`config.mk`:
```
export PLATFORM = sky130hd
export DESIGN_NAME = bus_grant_encoder
export DESIGN_NICKNAME = d
export VERILOG_FILES = /design/src/rtl/bus_grant_encoder.sv
export SDC_FILE = /design/constraint.sdc
export NUM_CORES = 1
export LEC_CHECK = 0
export ABC_AREA = 1
export CORE_MARGIN = 5
export CORE_UTILIZATION = 52
export CTS_CLUSTER_SIZE = 28
export DETAILED_ROUTE_END_ITERATION = 12
export PLACE_DENSITY = 0.9
export SLEW_MARGIN = 25
export SYNTH_ARGS = -nofsm -noshare
export SYNTH_HDL_FRONTEND = slang
export SYNTH_SLANG_ARGS = --single-unit
```
`constraint.sdc`:
```
create_clock -name clk -period 3.2 [get_ports clk]
set_input_delay 0.64 -clock clk [delete_from_list [all_inputs] [get_ports clk]]
set_output_delay 0.64 -clock clk [all_outputs]
set_load 0.02 [all_outputs]
```
`src/rtl/bus_grant_encoder.sv`:
```
// bus_grant_encoder
// Purpose: arbitrates 24 bus-drive requests into a single registered one-hot
//          grant plus its binary select code for the bus multiplexer. A grant
//          is held while its request stays high, up to MAX_HOLD cycles. A
//          source that hits the limit is masked until its request drops.
// Ports:
//   clk     in   1   rising-edge clock
//   clr     in   1   synchronous active-high reset
//   req     in  24   bus-drive requests (bit i = source code i)
//   sel     out  5   registered binary code of the granted source
//   grant   out 24   registered one-hot grant
//   busy    out  1   high while a grant is active
//   timeout out  1   sticky: some source hit the hold limit
// Configuration: define BUS_RR_ARB_EN for round-robin arbitration.
//                When it is undefined, the lowest index has fixed priority.
module bus_grant_encoder #(
    parameter int unsigned MAX_HOLD = 16
) (
    input  logic        clk,
    input  logic        clr,
    input  logic [23:0] req,
    output logic [4:0]  sel,
    output logic [23:0] grant,
    output logic        busy,
    output logic        timeout
);

    localparam int unsigned N_SRC = 24;
    localparam int unsigned SEL_W = 5;
    localparam int unsigned CNT_W = 8;
    localparam logic [CNT_W-1:0] HOLD_LAST = CNT_W'(MAX_HOLD - 1);

    typedef enum logic {IDLE, BUSY} state_e;

    state_e             state_q, state_d;
    logic [N_SRC-1:0]   grant_q, grant_d;
    logic [SEL_W-1:0]   sel_q, sel_d;
    logic               busy_q, busy_d;
    logic               timeout_q, timeout_d;
    logic [N_SRC-1:0]   mask_q, mask_d;
    logic [CNT_W-1:0]   cnt_q, cnt_d;
`ifdef BUS_RR_ARB_EN
    logic [SEL_W-1:0]   ptr_q, ptr_d;
`endif

    logic [N_SRC-1:0]   elig_c;
    logic               win_vld_c;
    logic [SEL_W-1:0]   win_idx_c;

    // Pick the winning eligible source (masked sources are excluded)
    always_comb begin
        elig_c    = req & ~mask_q;
        win_vld_c = 1'b0;
        win_idx_c = '0;
`ifdef BUS_RR_ARB_EN
        // Search starts one past the last grant and wraps 23 -> 0
        for (int i = 0; i < int'(N_SRC); i++) begin
            if (!win_vld_c && elig_c[SEL_W'((int'(ptr_q) + 1 + i) % int'(N_SRC))]) begin
                win_vld_c = 1'b1;
                win_idx_c = SEL_W'((int'(ptr_q) + 1 + i) % int'(N_SRC));
            end
        end
`else
        // Walk downward so the lowest set index is the last one written
        for (int i = int'(N_SRC) - 1; i >= 0; i--) begin
            if (elig_c[i]) begin
                win_vld_c = 1'b1;
                win_idx_c = SEL_W'(i);
            end
        end
`endif
    end

    // Next-state and output logic
    always_comb begin
        state_d   = state_q;
        grant_d   = grant_q;
        sel_d     = sel_q;
        busy_d    = busy_q;
        timeout_d = timeout_q;
        // A mask bit survives only while its request stays high
        mask_d    = mask_q & req;
        cnt_d     = cnt_q;
`ifdef BUS_RR_ARB_EN
        ptr_d     = ptr_q;
`endif
        case (state_q)
            IDLE: begin
                if (win_vld_c) begin
                    state_d = BUSY;
                    grant_d = N_SRC'(1) << win_idx_c;
                    sel_d   = win_idx_c;
                    busy_d  = 1'b1;
                    cnt_d   = '0;
`ifdef BUS_RR_ARB_EN
                    ptr_d   = win_idx_c;
`endif
                end
            end
            BUSY: begin
                if (!req[sel_q]) begin
                    state_d = IDLE;
                    grant_d = '0;
                    busy_d  = 1'b0;
                end else if (cnt_q == HOLD_LAST) begin
                    // Forced release; sel keeps its value as for a normal release
                    state_d        = IDLE;
                    grant_d        = '0;
                    busy_d         = 1'b0;
                    timeout_d      = 1'b1;
                    mask_d[sel_q]  = 1'b1;
                end else begin
                    cnt_d = cnt_q + CNT_W'(1);
                end
            end
            default: state_d = IDLE;
        endcase
    end

    // State register with synchronous reset
    always_ff @(posedge clk) begin
        if (clr) begin
            state_q   <= IDLE;
            grant_q   <= '0;
            sel_q     <= '0;
            busy_q    <= 1'b0;
            timeout_q <= 1'b0;
            mask_q    <= '0;
            cnt_q     <= '0;
`ifdef BUS_RR_ARB_EN
            ptr_q     <= SEL_W'(N_SRC - 1);
`endif
        end else begin
            state_q   <= state_d;
            grant_q   <= grant_d;
            sel_q     <= sel_d;
            busy_q    <= busy_d;
            timeout_q <= timeout_d;
            mask_q    <= mask_d;
            cnt_q     <= cnt_d;
`ifdef BUS_RR_ARB_EN
            ptr_q     <= ptr_d;
`endif
        end
    end

    assign sel     = sel_q;
    assign grant   = grant_q;
    assign busy    = busy_q;
    assign timeout = timeout_q;

endmodule
```
* After elaboration in Yosys (flattened, before gate mapping)
Index checks and enable logic that the tools add are counted.
Storage, ports and cells: bits in registers 64, latch bits 0, memory bits (writable) 0, bits in read-only memories 0, output and inout bits 31, logic and storage cells 97, memories kept 0
Cells by class: $add $sub $neg 1, multiply operators 0, div/mod/pow operators 0, $lt $le $gt $ge 2, equal/unequal tests 5, shift operators 1, mux-type cells 71, bitwise logic cells 5, reductions and logical operators 5
Operators by type and width (count):
- two-way mux 24 bit | 6
- two-way mux 5 bit | 24
- bitwise AND 24 bit | 2
- one-hot mux 24 bit (2 select lines) | 1
- two-way mux 1 bit | 32
- two-way mux 8 bit | 3
- inverter 24 bit | 1
- OR 24 bit | 1
- left shift 1 x 5 -> 24 bit, first input constant | 1
- one-hot mux 8 bit (2 select lines) | 1
- adder 8 x 1 -> 8 bit, second input constant | 1
- equality test 8 x 4 -> 1 bit, second input constant | 1
- < comparator 5 x 6 -> 1 bit, second input constant | 1
- AND reduction 3 bit | 2
- binary-select mux 1 bit (select 5 bit) | 1
- demux 1 bit (select 5 bit) | 1
- greater-or-equal comparator 5 x 1 -> 1 bit, second input constant | 1
- != test 2 bit, second input constant | 2
- one-hot mux 1 bit (2 select lines) | 2
- AND reduction 2 bit | 2
- != test 3 x 2 -> 1 bit, second input constant | 1
- != test 2 x 1 -> 1 bit, second input constant | 1
- logical AND 1 bit | 1
- inverter 1 bit | 1

* Logic depth before layout (Yosys ltp)
Gate-level depths: netlist of run 1.
depth after elaboration 29, mapped depth 29

* Worst setup path after synthesis of run 1
No wires, ideal clock.
path type in2reg, start point input port req[9], end point register cnt_q[7], arrival 2.375 ns, required time 3.082 ns, slack 0.706 ns, stages on the path 15, buffers on the path 0, path through nand2_1 nand2_1 nor2_1 nand2_1 or4_1 nand2_4 nor2_4 a31oi_4 nor2_1 nand2_1 nor2_2 nand2_1 nor2_2 o21ai_1 a21oi_1
On the way: longest elaborated chain between the ends 13, elaborated cells between the ends (all ways) 16, classes of those cells eq/ne (2); mux (12); bitwise (1); reduce/logical (1)
Ends and longest elaborated chain:
- start: declaration | line 21 | input logic [23:0] req,
- bitwise AND 24 bit | line 52 | elig_c = req & ~mask_q;
- two-way mux 1 bit (10 in series) | line 66 | if (elig_c[i]) begin
- != test 2 bit (no line)
- AND reduction 3 bit (no line) *
- end signal: assignment | line 140 | cnt_q <= cnt_d;
- end: declaration | line 41 | logic [CNT_W-1:0] cnt_q, cnt_d;
Every way passes the cells marked *; elsewhere a longest branch is shown, timed or not. The select of a mux whose other input is x is not followed. A chain may end at the register's enable or synchronous reset.

* Worst setup path in the final report of run 1
start point input port req[23], end point register grant_q[21] (netlist: grant[21])
On the way: longest elaborated chain between the ends 28, elaborated cells between the ends (all ways) 58, classes of those cells eq/ne (2); shift (1); mux (53); bitwise (1); reduce/logical (1)
Ends and longest elaborated chain:
- bitwise AND 24 bit | line 52
- two-way mux 5 bit (24 in series) | line 66
- left shift 1 x 5 -> 24 bit | line 91 | grant_d = N_SRC'(1) << win_idx_c;
- two-way mux 24 bit | line 89 | if (win_vld_c) begin
- one-hot mux 24 bit (2 select lines) | line 87 | case (state_q)
- end signal: assignment | line 135 | grant_q <= grant_d;
- end: declaration | line 36 | logic [N_SRC-1:0] grant_q, grant_d;
Several ways; a longest one is shown, not always the timed one. The select of a mux whose other input is x is not followed.

==> results of run 1 <==
-- synthesized netlist by cell type, types with 2 or more instances --
| cell | number |
|---|---|
| nand2_1 | 132 |
| dfxtp_1 | 64 |
| inv_1 | 44 |
| a21oi_1 | 43 |
| nand3_1 | 42 |
| nor2_1 | 41 |
| o21ai_0 | 12 |
| a22oi_1 | 11 |
| clkbuf_1 | 10 |
| nand4_1 | 8 |
| nor3_1 | 8 |
| a22oi_2 | 3 |
| buf_4 | 3 |
| o22ai_1 | 3 |
| a31oi_1 | 2 |
| nor2_2 | 2 |
| o21bai_1 | 2 |
| o41ai_1 | 2 |
-- final cells by class --
cell class | instances | area, sq um
repair buffers | 68 | 651
clock inverters | 7 | 103
well taps | 75 | 93.8
clock buffers | 9 | 124
fillers | 471 | 1870
inverters | 45 | 169
multi-input cells | 324 | 1560
flip-flops and latches | 64 | 1280
-- through the flow --
step | util (%) | hold WS, ns | cells | instance area [sq um]
after floorplan | - | 0.429 | 449 | 3090
after global placement | 64.1 | 0.445 | 576 | 3750
after detailed placement | 64.1 | 0.453 | 576 | 3750
after CTS | 68.0 | 0.462 | 592 | 3980
after global routing | 68.0 | 0.476 | 592 | 3980
final | 68.0 | 0.461 | 592 | 3980
-- critical path, delay by kind of cell --
kind / cells / cell delay, ns
buffers and inverters: 2 / 0.58
AO/OA/AOI/OAI: 1 / 0.16
AND/OR/NAND/NOR: 26 / 1.79
-- flip-flops by register name (all words and copies together) (netlist names) --
signal,count
cnt_q,8
state_q,1
busy,1
timeout,1
grant,24
mask_q,24
sel,5
-- cell families after synthesis --
family | count (synthesis) | share of synthesized area [%]
AO/OA/AOI/OAI | 83 | 16.5
adder cells (fa/ha/maj) | 1 | 0.405
buffers and inverters | 61 | 8.07
flip-flops | 64 | 41.5
AND/OR/NAND/NOR | 240 | 33.5
-- metal layers --
layer / share of wire (%) / GRT usage (%) / vias up
met4: 1.6 / 9.21 / 0
met1: 43 / 26.8 / 1491
li1: - / - / 1616
met2: 48 / 35.1 / 125
met3: 7.7 / 7.38 / 13
met5: 0 / 0 / -
-- report_power, final --
part           switching (mW)  total, mW  internal [mW]
clock                   0.343      0.789          0.446
combinational           0.151      0.252          0.101
sequential             0.0144      0.821          0.807
total                   0.508       1.86           1.35
-- path summary, 6_finish.rpt --
| path | end | slack [ns] | start | cells after the start |
|---|---|---|---|---|
| setup reg to reg | cnt_q[6]$_SDFFE_PP0P_ | 0.53 | sel[0]$_SDFFE_PP0P_ | 16 |
| hold reg to reg | mask_q[18]$_SDFF_PP0_ | 0.46 | mask_q[18]$_SDFF_PP0_ | 2 |
| hold / removal | mask_q[18]$_SDFF_PP0_ | 0.46 | mask_q[18]$_SDFF_PP0_ | 2 |
| setup / recovery | grant[21]$_SDFFE_PP0P_ | 0.31 | req[23] | 29 |
==> results.md, run 1 <==
* Skew-Pair Late Insertion Delay at 0.35 ns
* Via/cell ratio at 5.48
* Layout cells sized above 1 at 7.54%
* Hold_buf cts at 0
* Peak per-stage delay on the critical path at 0.51 ns
* Grt total ovfl at 0
* Post-Place Setup Slack at roughly 0.035 ns
* Area of the core at ~6000 sq um
* Most common cell after layout, fill and taps aside: nand2_1
* Max IR drop VDD at 0.381 mV
* Worst setup EP type: register
* Fmax at 346 MHz
* Kind of critical path: input port to register
* Final Hold Fails at 0
* H-tree lvl count at 3
* CP dominant cell by count: nand2_1
* Synth Flop Type: dfxtp_1
* Post-CTS resize count at 0
* Final setup viols at 0
* Synth top area cells: dfxtp_1 (42%), nand2_1 (16%), a21oi_1 (7.0%), nand3_1 (6.8%), inv_1 (5.4%)
* Initial DRC count at just under 300
* Distinct cells, synth at 35
* Syn Std Cell Area at 3090 sq um
* CTS Buffer Depth at 2
* Vias in the first global route at 2973
* WL/cell at 13.8 um
* Pwr Density at 468 nW/um^2
* Dpl hpwl at slightly below 6000 um
* Final ANT Viol Nets at 0
* Critical Path RT at 3.48 ns
* Crit-path slowest cell: clkdlybuf4s50_1
* Port Buffers at 56
* Final worst setup slack at 0.309 ns
* Synth top area share at 41.5%
* Synth Net Count at 476
* Die Wd at 87.0 um
* Total routed wirelength at 8160 um
* Worst slew pin tran at 0.745 ns
* CTS buffer count at 9
* Nets@finish at 539
* Slew Limit Headroom at 50.3%
* Postcts setup bufs at 0
* HP Class: register to register
* Pin count of the biggest net entering global routing at 30
* Final Cycle Share at 90.3%
* Total Neg Setup Slack at 0 ns
* Leading area contributor after synthesis: dfxtp_1
* Sequential area share after synthesis at between 40% and 50%
* Leakage power at approximately 1.5 nW
* Drt pass-1 iters at 5
* EDFF count, synth at 0
* Clk root buf: clkbuf_8
* Total Power at 1.86 mW
* Fin. max-slew vios at 0
* CTS clock-pin slew for the worst setup and hold paths at 0.08 ns
* RSZ-0062 raised after global routing: no
* Die area at around 7600 sq um
* Std cell rows at 28
* Layout area overhead at 28.9%
* Routed vias at 3245
* Overall global routing resource usage at 21.9%
* CTS tree: built
* Outcome: finished clean
* Yosys warning total at 0
* Post-synthesis register bit count at 64
* I/O Pins at 57
* Post-Syn Area per Cell at 6.87 sq um
* Clock Skew at 0.0165 ns
* Initial antenna violation count at 0
* CP Launch Type: input port
* Routability cong. at 0.874
* # DRC at 0
* Async SR Flop Fraction at 0%
* Diode count at 0
* Worst endpoint data arrival time at approximately 3.2 ns
* Die Y at around 87 um
* Max Cap Viol at 0
* Most frequent cells in the layout: nand2_1 (132), dfxtp_1 (64), clkdlybuf4s50_1 (56)
* Clock tree sinks at 64
* Fin crit period at 2.89 ns
* Syn Inst Count at around 450
* Top fanout value on the critical path at 6
* First-pass GRT wire length at 13100 um
* Starting Density at 52.7%
Note: power is estimated with default switching activity, not from simulation.
==> run 2: changes to the inputs <==
--- a/config.mk
+++ b/config.mk
@@ -5,12 +5,12 @@
 export SDC_FILE = /design/constraint.sdc
 export NUM_CORES = 1
 export LEC_CHECK = 0
-export ABC_AREA = 1
+export CORE_ASPECT_RATIO = 1.25
 export CORE_MARGIN = 5
 export CORE_UTILIZATION = 52
 export CTS_CLUSTER_SIZE = 28
 export DETAILED_ROUTE_END_ITERATION = 12
-export PLACE_DENSITY = 0.9
+export PLACE_DENSITY = 0.76
 export SLEW_MARGIN = 25
 export SYNTH_ARGS = -nofsm -noshare
 export SYNTH_HDL_FRONTEND = slang
==> run 2 against run 1 <==
Against the previous run:
- critical path type unchanged
- largest cell class unchanged
- synthesized cell count is 22% lower
- final area stayed put
- flip-flop and latch count stayed put
- register-to-register slack better by 0.09 ns
- power is 3.1% lower
- cell count is 16% lower
- area after synthesis is 2.1% higher
- count of clock-buffer cells in the layout is 3 higher
==> results.md, run 2 <==
* Std cell rows at 31 (+11%)
* Total routed wirelength at 8630 um (+5.6%)
* Skew-Pair Late Insertion Delay at 0.34 ns (about the same)
* CTS Buffer Depth at 2 (unchanged)
* Syn Std Cell Area at 3150 sq um (+2.1%)
* Slew Limit Headroom at 48.4% (-1.8 points)
* Max Cap Viol at 0 (unchanged)
* Post-synthesis register bit count at 64 (unchanged)
* Initial antenna violation count at 0 (unchanged)
* Sequential area share after synthesis at 40.7% (-0.86 points)
* Worst endpoint data arrival time at 3.01 ns (-0.16 ns)
* I/O Pins at 57 (unchanged)
* Family with the most delay on the worst path: compound AO/OA/AOI/OAI gates
* Vias in the first global route at 2889 (-2.8%)
* RSZ-0062 raised after global routing: no
* Syn Inst Count at 350 (-22%)
* Final Core Density at 67.9% (-0.073 points)
* Total Neg Setup Slack at 0 ns (unchanged)
* Synth Net Count at 377 (-21%)
* # DRC at 0 (unchanged)
* Leakage power at 1.34 nW (-10%)
* Synth Area in Simple Gates at 26.3% (-7.3 points)
* Clock Skew at 0.00632 ns (-0.0102 ns)
* Nets@finish at 436 (-19%)
* Most frequent cells in the layout: dfxtp_1 (64), clkdlybuf4s50_1 (56), nand2_1 (46)
* Final Hold Fails at 0 (unchanged)
* Final ANT Viol Nets at 0 (unchanged)
* Worst slew pin tran at 0.772 ns (+0.0268 ns)
* Top fanout value on the critical path at 6 (unchanged)
* Max IR drop VDD at 0.382 mV (about the same)
* Worst setup EP type: register
* Layout cells sized above 1 at 7.75% (+0.20 points)
* Critical Path RT at 3.44 ns (-0.04 ns)
* Synth top area share at 40.7% (-0.86 points)
* Starting Density at 53.8% (+1.1 points)
* Worst R2R Setup Slack at 0.62 ns (+0.09 ns)
* Yosys warning total at 0 (unchanged)
* Hold_buf cts at 0 (unchanged)
* Largest family of logic cells by synthesized area: simple AND/OR/NAND/NOR gates
* H-tree lvl count at 3 (unchanged)
* Clk root buf: clkbuf_8
* Layout area overhead at 26.2%
* CP startpoint: req[5]
* Final worst setup slack at 0.430 ns (+0.121 ns)
* Post-Syn Area per Cell at 9.00 sq um (+31%)
* CP Launch Type: input port
* Drt pass-1 iters at 4 (-1)
* Kind of critical path: input port to register
* Fin crit period at 2.77 ns (-0.121 ns)
* Distinct cells, synth at 58 (+66%)
* Pin count of the biggest net entering global routing at 21 (-30%)
* Diode count at 0 (unchanged)
* WL/cell at 17.4 um (+26%)
* Final Cycle Share at 86.6% (-3.8 points)
* Die area at 7730 sq um (+2.0%)
* Grt total ovfl at 0 (unchanged)
* Routed vias at 2903 (-11%)
* CTS clock-pin slew for the worst setup and hold paths at 0.07 ns (about the same)
* Reg-to-reg endpoint: grant[1]$_SDFFE_PP0P_
* Most common cell after layout, fill and taps aside: dfxtp_1
* Leading area contributor after synthesis: dfxtp_1
* Hold_sp: grant[5]$_SDFFE_PP0P_
* Hold path cells at 2 (unchanged)
* CTS buffer count at 9 (unchanged)
* Dpl hpwl at 6430 um (+8.0%)
* Routability cong. at 0.916 (+4.8%)
* Overall global routing resource usage at 23.1% (+1.2 points)
* Port Buffers at 56 (unchanged)
* Crit path cell chain: clkdlybuf4s50_1 -> nor2b_1 -> or4_4 -> a311oi_1 -> a211oi_1 -> o21ai_1 -> o32ai_1
* Fill cells at 500 (+6.2%)
* Crit-path slowest cell: a211oi_1
* Async SR Flop Fraction at 0% (unchanged)
* Multiplexer share of the synthesized area at 4.81% (+4.8 points)
* Initial DRC count at 189 (-36%)
* Count leader, synth: dfxtp_1
* Fin. max-slew vios at 0 (unchanged)
* Clock tree sinks at 64 (unchanged)
* Synth Area in Compound Gates at 23.7% (+7.2 points)
* Final setup viols at 0 (unchanged)
* Synth top area cells: dfxtp_1 (41%), nand2_1 (5.5%), o22ai_1 (5.0%), a32o_1 (4.8%), nand2b_1 (4.6%)
* Postcts setup bufs at 0 (unchanged)
* Post-Place Setup Slack at 0.109 ns (+0.0742 ns)
* First-pass GRT wire length at 14100 um (+7.3%)
* Area of the core at 5860 sq um (+0.11%)
* WHS Endpoint: grant[5]$_SDFFE_PP0P_
* EDFF count, synth at 0 (unchanged)
* Adder-cell share of the synthesized area at 0.397% (-0.0084 points)
* Post-CTS resize count at 0 (unchanged)
* Die Wd at 79.6 um (-8.5%)
* Via/cell ratio at 5.86 (+7.0%)
* R2r worst-path depth at 7 (-9)
* Pwr Density at 454 nW/um^2 (-3.1%)
* Outcome: finished clean
* Peak per-stage delay on the critical path at 0.61 ns (+0.10 ns)
* HP Class: register to register
* Post-Synth XOR/XNOR Area at 0% (unchanged)
* Commonest cells in the netlist: dfxtp_1 (64), nand2_1 (46), o22ai_1 (25)
* Synth Flop Type: dfxtp_1
* Fmax at 361 MHz (+4.4%)
* Die Y at 97.0 um (+11%)
* CTS tree: built
* Buf/Inv on CP at 1 (-1)
* Worst r2r src: sel[1]$_SDFFE_PP0P_
==> run 2: cell count changes in the layout (fill, tap and decap cells not counted), moves of 15 or more <==
cell,previous run,this run
nand2_1,132,46
o22ai_1,3,25
nand3_1,42,14
nand2b_1,0,23
a32o_1,0,15
inv_1,44,9
nor2_1,41,15
a21oi_1,43,11
==> run 2: layer usage <==
layer  up-vias  track usage, %  part of all wire (%)
met1      1371            27.0                    41
met4         0            11.8                   1.7
li1       1436               -                     -
met2        86            38.7                    51
met3        10            5.39                   5.5
met5         -               0                     0
==> run 2: how the worst max path moves through the flow <==
stage                                   to  slack [ns]  cells after the start
global route         grant[5]$_SDFFE_PP0P_        0.19                      7
CTS                 grant[22]$_SDFFE_PP0P_        0.47                      7
detailed placement   grant[6]$_SDFFE_PP0P_        0.11                      7
global placement       sel[1]$_SDFFE_PP0P_        0.21                      7
finish               grant[4]$_SDFFE_PP0P_        0.43                      7
floorplan           grant[17]$_SDFFE_PP0P_        0.84                      6
==> run 2: layout make-up <==
cell class	count	area (sq um)	area share (%)
multi-input cells	263	1740	43.7
flip-flops and latches	64	1280	32.2
repair buffers	61	598	15.0
clock buffers	12	155	3.90
well taps	82	103	2.58
clock inverters	3	65.1	1.64
inverters	10	37.5	0.944
==> run 2: where the power goes <==
group	internal, mW	total [mW]	switching, mW	leakage [nW]
Combinational	0.0885	0.212	0.124	0.712
Clock	0.476	0.775	0.299	0.112
Sequential	0.805	0.817	0.0121	0.517
==> run 2: worst min-delay path, delay by kind of cell, from the launching register on <==
family / cells / cell delay, ns
buf+inv: 1 / 0.05
compound gates: 1 / 0.06
flops: 1 / 0.31
==> run 2: cells by family after synthesis <==
logic type               count (synthesis)
AND/OR/NAND/NOR                        150
multiplexers                            15
buffers and inverters                   23
flip-flops                              64
adder cells (fa/ha/maj)                  1
AO/OA/AOI/OAI                           97
==> run 2: through the flow <==
| stage | area [sq um] | hold WS (ns) | total power [mW] | std cells |
|---|---|---|---|---|
| detailed placement | 3760 | 0.448 | 1.05 | 480 |
| global route | 3980 | 0.494 | 1.88 | 495 |
| CTS | 3980 | 0.458 | 1.82 | 495 |
| finish | 3980 | 0.460 | 1.80 | 495 |
| global placement | 3760 | 0.445 | 1.04 | 480 |
| floorplan | 3150 | 0.443 | 0.961 | 350 |
